--- config.mk ---
export PLATFORM = sky130hd
export DESIGN_NAME = axi_512_to_1024_flat
export DESIGN_NICKNAME = d
export VERILOG_FILES = /design/src/rtl/axi_512_to_1024_pkg.sv /design/src/rtl/axi_512_to_1024_if.sv /design/src/rtl/axi_512_to_1024.sv /design/src/flat_wrapper.sv
export SDC_FILE = /design/constraint.sdc
export NUM_CORES = 2
export LEC_CHECK = 0
export CAP_MARGIN = 20
export CORE_AREA = 10 10 661 663
export CTS_CLUSTER_DIAMETER = 100
export DETAILED_ROUTE_END_ITERATION = 10
export DIE_AREA = 0 0 671 673
export GPL_ROUTABILITY_DRIVEN = 1
export PLACE_DENSITY = 0.35
export SETUP_SLACK_MARGIN = 0.1
export SYNTH_ARGS = -nofsm -noshare
export SYNTH_HDL_FRONTEND = slang
export SYNTH_SLANG_ARGS = --single-unit
--- constraint.sdc ---
create_clock -name clk -period 2.4 [get_ports clk]
set_clock_uncertainty 0.2 [all_clocks]
set_input_delay 0.24 -clock clk [delete_from_list [all_inputs] [get_ports clk]]
set_output_delay 0.24 -clock clk [all_outputs]
set_load 0.1 [all_outputs]
--- src/rtl/axi_512_to_1024_pkg.sv ---
// Shared constants and types for the 512->1024 AXI4-Stream upsizer.
package axi_512_to_1024_pkg;
  localparam int IN_W_DFLT  = 512;
  localparam int KEEP_IN_W  = IN_W_DFLT / 8;
  localparam int KEEP_OUT_W = IN_W_DFLT / 4;

  // EMPTY: no half-beat held; HALF: lo_data/lo_keep hold beat 0 of a pair
  typedef enum logic {
    ST_EMPTY = 1'b0,
    ST_HALF  = 1'b1
  } pack_state_t;
endpackage

--- src/rtl/axi_512_to_1024_if.sv ---
// Input (narrow) and output (wide) stream bundle of the upsizer; slave is the DUT side.
interface axi_512_to_1024_if #(
  parameter int IN_W = axi_512_to_1024_pkg::IN_W_DFLT
) ();
  logic [IN_W-1:0]     in_data;
  logic [IN_W/8-1:0]   in_keep;
  logic                in_valid;
  logic                in_last;
  logic                in_ready;
  logic [2*IN_W-1:0]   out_data;
  logic [IN_W/4-1:0]   out_keep;
  logic                out_valid;
  logic                out_last;
  logic                out_ready;

  modport slave (
    input  in_data, in_keep, in_valid, in_last,
    output in_ready,
    output out_data, out_keep, out_valid, out_last,
    input  out_ready
  );

  modport master (
    output in_data, in_keep, in_valid, in_last,
    input  in_ready,
    input  out_data, out_keep, out_valid, out_last,
    output out_ready
  );
endinterface

--- src/rtl/axi_512_to_1024.sv ---
// Packs pairs of IN_W beats into 2*IN_W beats (earlier beat low); out_valid one cycle after pair completes.
// in_ready follows the output slot only (free or popping this cycle); a stalled output holds lo and blocks input.
module axi_512_to_1024
  import axi_512_to_1024_pkg::*;
#(
  parameter int IN_W = IN_W_DFLT
) (
  input  logic              clk,
  input  logic              rst_n,
  axi_512_to_1024_if.slave  bus
);
  localparam int OUT_W  = 2 * IN_W;
  localparam int KIN_W  = IN_W / 8;
  localparam int KOUT_W = IN_W / 4;

  pack_state_t        state, state_nxt;
  logic [IN_W-1:0]    lo_data;
  logic [KIN_W-1:0]   lo_keep;
  logic               lo_load;

  logic [OUT_W-1:0]   out_data_q, out_data_nxt;
  logic [KOUT_W-1:0]  out_keep_q, out_keep_nxt;
  logic               out_last_q, out_last_nxt;
  logic               out_valid_q, out_valid_nxt;
  logic               out_load;

  logic               out_free;
  logic               accept;

  assign out_free     = !out_valid_q || bus.out_ready;
  assign bus.in_ready = out_free && rst_n;
  assign accept       = bus.in_valid && bus.in_ready;

  always_ff @(posedge clk or negedge rst_n) begin
    if (!rst_n) begin
      state <= ST_EMPTY;
    end else begin
      state <= state_nxt;
    end
  end

  always_comb begin
    state_nxt    = state;
    lo_load      = 1'b0;
    out_load     = 1'b0;
    out_data_nxt = out_data_q;
    out_keep_nxt = out_keep_q;
    out_last_nxt = out_last_q;
    if (accept) begin
      unique case (state)
        ST_EMPTY: begin
          if (bus.in_last) begin
            // lone last beat: upper half is empty, pairing restarts next frame
            out_load     = 1'b1;
            out_data_nxt = {{IN_W{1'b0}}, bus.in_data};
            out_keep_nxt = {{KIN_W{1'b0}}, bus.in_keep};
            out_last_nxt = 1'b1;
          end else begin
            lo_load   = 1'b1;
            state_nxt = ST_HALF;
          end
        end
        ST_HALF: begin
          out_load     = 1'b1;
          out_data_nxt = {bus.in_data, lo_data};
          out_keep_nxt = {bus.in_keep, lo_keep};
          out_last_nxt = bus.in_last;
          state_nxt    = ST_EMPTY;
        end
        default: state_nxt = ST_EMPTY;
      endcase
    end
    out_valid_nxt = out_load || (out_valid_q && !bus.out_ready);
  end

  always_ff @(posedge clk or negedge rst_n) begin
    if (!rst_n) begin
      lo_data <= '0;
      lo_keep <= '0;
    end else if (lo_load) begin
      lo_data <= bus.in_data;
      lo_keep <= bus.in_keep;
    end
  end

  // loads only happen when the slot is free, so a stalled beat is never overwritten
  always_ff @(posedge clk or negedge rst_n) begin
    if (!rst_n) begin
      out_valid_q <= 1'b0;
      out_data_q  <= '0;
      out_keep_q  <= '0;
      out_last_q  <= 1'b0;
    end else begin
      out_valid_q <= out_valid_nxt;
      out_data_q  <= out_data_nxt;
      out_keep_q  <= out_keep_nxt;
      out_last_q  <= out_last_nxt;
    end
  end

  assign bus.out_valid = out_valid_q;
  assign bus.out_data  = out_data_q;
  assign bus.out_keep  = out_keep_q;
  assign bus.out_last  = out_last_q;
endmodule
--- src/flat_wrapper.sv ---
// flat-port wrapper written by rule: the top's interface ports become plain ports
module axi_512_to_1024_flat import axi_512_to_1024_pkg::*;
#(
  parameter int IN_W = IN_W_DFLT
)
  (clk, rst_n, bus_in_data, bus_in_keep, bus_in_valid, bus_in_last, bus_in_ready, bus_out_data, bus_out_keep, bus_out_valid, bus_out_last, bus_out_ready);
  axi_512_to_1024_if #(.IN_W(IN_W)) bus_i ();
  input  logic clk;
  input  logic rst_n;
  input wire logic [$bits(bus_i.in_data)-1:0] bus_in_data;
  input wire logic [$bits(bus_i.in_keep)-1:0] bus_in_keep;
  input wire logic [$bits(bus_i.in_valid)-1:0] bus_in_valid;
  input wire logic [$bits(bus_i.in_last)-1:0] bus_in_last;
  output wire logic [$bits(bus_i.in_ready)-1:0] bus_in_ready;
  output wire logic [$bits(bus_i.out_data)-1:0] bus_out_data;
  output wire logic [$bits(bus_i.out_keep)-1:0] bus_out_keep;
  output wire logic [$bits(bus_i.out_valid)-1:0] bus_out_valid;
  output wire logic [$bits(bus_i.out_last)-1:0] bus_out_last;
  input wire logic [$bits(bus_i.out_ready)-1:0] bus_out_ready;
  assign bus_i.in_data = bus_in_data;
  assign bus_i.in_keep = bus_in_keep;
  assign bus_i.in_valid = bus_in_valid;
  assign bus_i.in_last = bus_in_last;
  assign bus_in_ready = bus_i.in_ready;
  assign bus_out_data = bus_i.out_data;
  assign bus_out_keep = bus_i.out_keep;
  assign bus_out_valid = bus_i.out_valid;
  assign bus_out_last = bus_i.out_last;
  assign bus_i.out_ready = bus_out_ready;
  axi_512_to_1024 #(.IN_W(IN_W)) u_core (.clk(clk), .rst_n(rst_n), .bus(bus_i));
endmodule
== After elaboration in Yosys (flattened, before gate mapping) ==
Cells that the tools add are included.

* Add/subtract/negate cells: 0
* Multipliers: 0
* Divide/modulo/power cells: 0
* Magnitude comparators: 0
* Equality and inequality tests: 1
* Shift-type cells: 0
* Muxes and demuxes: 13
* Bitwise logic cells: 1
* Reductions and logical operators: 8

{| class="wikitable"
|+ Operators by type and width
! kind !! count
|-
| $pmux 1024 s2 || 1
|-
| $mux 1024 || 1
|-
| $pmux 128 s2 || 1
|-
| $mux 128 || 1
|-
| $mux 1 || 6
|-
| $pmux 1 s2 || 3
|-
| $logic_and 1x1->1 || 3
|-
| $logic_not 1->1 || 2
|-
| $logic_or 1x1->1 || 2
|-
| $ne 2x2->1 const B || 1
|-
| $reduce_and 2->1 || 1
|-
| $not 1->1 || 1
|}

* Register bits: 1731
* Latch bits: 0
* Memory bits (writable): 0
* ROM bits: 0
* Bits of input ports: 581
* Output and inout port bits: 1155
* Logic and storage cells: 30
* Memories: 0

== Depth between registers and ports, before layout ==
* Word-level depth: 6
* Gate-level depth with buffers: 6
* Gate-level depth less buffers: 3

== Least setup slack after synthesis ==
OpenSTA, ideal clock, no wires.

* Path type: register to register
* From: register u_core.out_valid_q (netlist: u_core.bus.out_valid)
* To: register u_core.lo_data[100]
* Library setup time: 0.125 ns
* Arrival: 2.035 ns
* Data required time: 2.075 ns
* Setup slack: 0.040 ns
* Stages on the path, launching flop included: 7
* Buffers on the path: 3
* Clock period less this slack: 2.360 ns
* Path through: dfrtp_1 -> nand2b_4 -> and4_4 -> buf_8 -> buf_12 -> buf_12 -> mux2_4

* Cells in the longest elaborated chain, start to end: 5

{| class="wikitable"
|+ Ends and longest elaborated chain
! what !! RTL line !! source
|-
| start, declared || axi_512_to_1024.sv:24 || <nowiki>logic out_valid_q, out_valid_nxt;</nowiki>
|-
| start signal, assigned || axi_512_to_1024.sv:94 || <nowiki>out_valid_q <= out_valid_nxt;</nowiki>
|-
| $logic_not 1->1 || axi_512_to_1024.sv:30 || <nowiki>assign out_free = !out_valid_q || bus.out_ready;</nowiki>
|-
| $logic_or 1x1->1 || axi_512_to_1024.sv:30 ||
|-
| $logic_and 1x1->1 || axi_512_to_1024.sv:31 || <nowiki>assign bus.in_ready = out_free && rst_n;</nowiki>
|-
| $logic_and 1x1->1 || axi_512_to_1024.sv:32 || <nowiki>assign accept = bus.in_valid && bus.in_ready;</nowiki>
|-
| $mux 1 || axi_512_to_1024.sv:49 || <nowiki>if (accept) begin</nowiki>
|-
| end signal, assigned || axi_512_to_1024.sv:81 || <nowiki>lo_data <= bus.in_data;</nowiki>
|-
| end, declared || axi_512_to_1024.sv:17 || <nowiki>logic [IN_W-1:0] lo_data;</nowiki>
|}

Every way passes these cells.
A chain may end at the register's enable or synchronous reset.

== Worst setup path after layout ==
* From: register u_core.state
* To: register u_core.lo_data[209]

* Cells in the longest elaborated chain, start to end: 2

{| class="wikitable"
|+ Ends and longest elaborated chain
! what !! RTL line !! source
|-
| start, declared || axi_512_to_1024.sv:16 || <nowiki>pack_state_t state, state_nxt;</nowiki>
|-
| start signal, assigned || axi_512_to_1024.sv:38 || <nowiki>state <= state_nxt;</nowiki>
|-
| $mux 1 || axi_512_to_1024.sv:50 || <nowiki>unique case (state)</nowiki>
|-
| $mux 1 || axi_512_to_1024.sv:49 ||
|}

Every way passes these cells.

==> impl_metrics.toml <==
[drt]
dr.first_iter.drc_count = 2585
viasPerCell = 3.878
routedWlPerCell_um = 29.82
wirelength_um = 388000
drc = 0
drtPass1Iterations = 4
vias = 50470
antenna_left = 0

[sta]
max_freq_ghz = 0.4221
worstMarginPinSlew_ns = 1.137
slew_violations = 0
finalSetupViolations = 0
rsz0062_at_grt = "yes"
relSlewSlack = 0.2418
finalCriticalPeriod_ns = 2.369
hold_viol = 4
period_share = 0.9871
whs_ns = -0.01340
setup_ws_ns = 0.03087

[outcome]
status = "finished, violations left"
violations = "negative hold slack"

[power]
ir_drop_uv = 1092
p_leak_nw = 50.57
powerDensity_mw_per_mm2 = 1581

[synthesis]
synthFlopType = "dfrtp_1"
yosys-top-cells-count = "dfrtp_1, mux2_1, a22o_1"
yosysUniqueCellTypes = 22
synthArstFlopShare = 1.000
yosysMostFrequentCell = "dfrtp_1"
yosysWarnings = 0
synth_nets = 4947
yosysTopAreaCell = "dfrtp_1"
avgSynthCellArea_sq_um = 16.66
synth_top_area_frac = 0.5956
synth_area_leaders = "dfrtp_1, mux2_4, mux2_1"
syn_inst = 4366
ys_ff_latch = 1731
synth_enable_flop_cells = 0
ys_seq_area_frac = 0.5956
netlist_area_sq_mm = 0.07272

[global_routing]
grt_pass1_wl_um = 515100
antenna_found_initial = 92
overflow = 0
grt_use_total = 0.1622
grt_pass1_vias = 55295
grt_max_degree = 162

[worst_setup_path]
worstSetupStartpointType = "flop"
cp_max_fo = 8
critPathKind = "reg2reg"
required_ns = 2.99
end_kind = "flop"
arrival_ns = 2.96

[floorplan]
dieHeight_um = 673
rows = 239
start_util = 0.1720
ioPinCount = 1736
dieArea_sq_mm = 0.4516
die_w_um = 671
coreArea_sq_mm = 0.4228

[clocking]
clk_root_buffer_cell = "clkbuf_16"
clock_sinks = 1731
clock_tree.buffer_depth = 4
clk_latency_ns = 0.93
cts.htree.levels = 4
clk_pin_slew_ns = 0.06
cts_tree = "yes"
numCtsBuffers = 222

[placed_design]
dpl.hpwl_um = 295200
place_area_sq_mm = 0.09627
place_ws_ns = -0.2530
port_buffers = 1735
place.gp.congestion = 0.8020

[job]
cap_violations = 0

[cells_and_area]
final_layout_size_suffix_gt1_frac = 0.4352
final_nets = 7723
final_util = 0.2678
syn2layout_area_growth_pct = 55.70
finalInstanceArea_sq_mm = 0.1132

[min_path]
hold_path_class = "in2async"
[layout by cell type, fill, tap and decap left out, types with 4 or more instances in the layout]
cell             Yosys  final
clkinv_16            0      5
clkbuf_1             4     42
dfrtp_2              0      9
mux2_2             540    517
buf_12              55    134
buf_8                5     19
diode_2              0     31
mux2_4             540    591
buf_4               27   1419
inv_16               0      4
buf_6               38     39
dlygate4sd3_1        0    592
clkbuf_16            0    248
buf_16               0     62
dfrtp_1           1731   1720
mux2_1             648    620
clkinv_2             0     33
clkinvlp_4           0      9
a22o_1             576    576
bufinv_16            0     21
clkbuf_8             0     59
clkdlybuf4s50_1      0    579
[stage by stage]
stage	hold slack [ns]	total power [mW]	cells	TNS, ns
after floorplan	-0.2556	114.0	4366	0
after global placement	-0.05738	142.1	11857	-161.32
after detailed placement	-0.05985	142.3	11857	-178.67
after CTS	-0.06449	180.9	12922	-1.443
after global routing	0.0003388	185.5	12988	-0.3045
final	-0.01340	179.0	13014	0
[power breakdown]
part | total (mW) | switching, mW | leakage, nW | internal [mW]
registers | 47.3 | 7.16 | 21.3 | 40.1
logic | 96.1 | 71.7 | 25.6 | 24.4
clock network | 35.6 | 14.5 | 3.77 | 21.1
total | 179 | 93.3 | 50.6 | 85.7
[state kept, by name, indices dropped and copies added, names as in the netlist]
signal	flops
u_core.lo_keep	64
u_core.state	1
u_core.bus.out_last	1
u_core.bus.out_valid	1
u_core.bus.out_keep	128
u_core.bus.out_data	1024
u_core.lo_data	512
[critical path, stage by stage (launching register included)]
cell and delay, ns:
dfrtp_4 0.52, nor2_4 0.12, and4_4 0.27, buf_12 0.14, buf_16 0.17, buf_12 0.15
buf_16 0.14, buf_12 0.14, mux2_4 0.30
[metal layers]
layer	up-vias	routed length (um)	global-route usage
li1	21852	-	-
met1	26570	161500	0.1987
met2	1574	189500	0.2795
met3	466	26590	0.04816
met4	8	10300	0.03771
met5	-	48	0
[repair_timing]
| action | in CTS | in global routing |
|---|---|---|
| hold buffers | 601 | 4 |
| gates resized for setup | 101 | 126 |
| setup endpoints to repair | 873 | 543 |
| hold endpoints to repair | 2993 | 40 |
| cloned | 25 | 27 |
| pin swaps | 2 | 4 |
| setup buffers | 37 | 30 |
[final cells by class]
type	instances	area [sq um]
fillers	43534	309600
repair buffers	2872	28200
diodes	31	77.57
clock inverters	79	1172
clock buffers	323	6525
flip-flops and latches	1731	43340
well taps	5663	7086
multi-input cells	2314	26830
inverters	1	3.754
[logic make-up after synthesis]
logic type	share of synthesized area
mux	0.2954
compound gates	0.06960
buf+inv	0.03825
flops	0.5956
simple gates	0.001067
[worst paths after layout]
path,from,end,slack [ns],cells past startpoint
worst min-delay path,rst_n,u_core.bus.out_data[915]$_DFFE_PN0P_,-0.01,8
worst min register to register,u_core.bus.out_data[499]$_DFFE_PN0P_,u_core.bus.out_data[499]$_DFFE_PN0P_,0.29,1
min in group clk,bus_in_data[441],u_core.bus.out_data[953]$_DFFE_PN0P_,0.08,3
worst max-delay path,u_core.state$_DFFE_PN0P_,u_core.lo_data[209]$_DFFE_PN0P_,0.03,8
worst max register to register,u_core.state$_DFFE_PN0P_,u_core.lo_data[209]$_DFFE_PN0P_,0.03,8
max in group asynchronous,rst_n,u_core.bus.out_data[916]$_DFFE_PN0P_,0.34,8
Note: power is estimated with default switching activity, not from simulation.
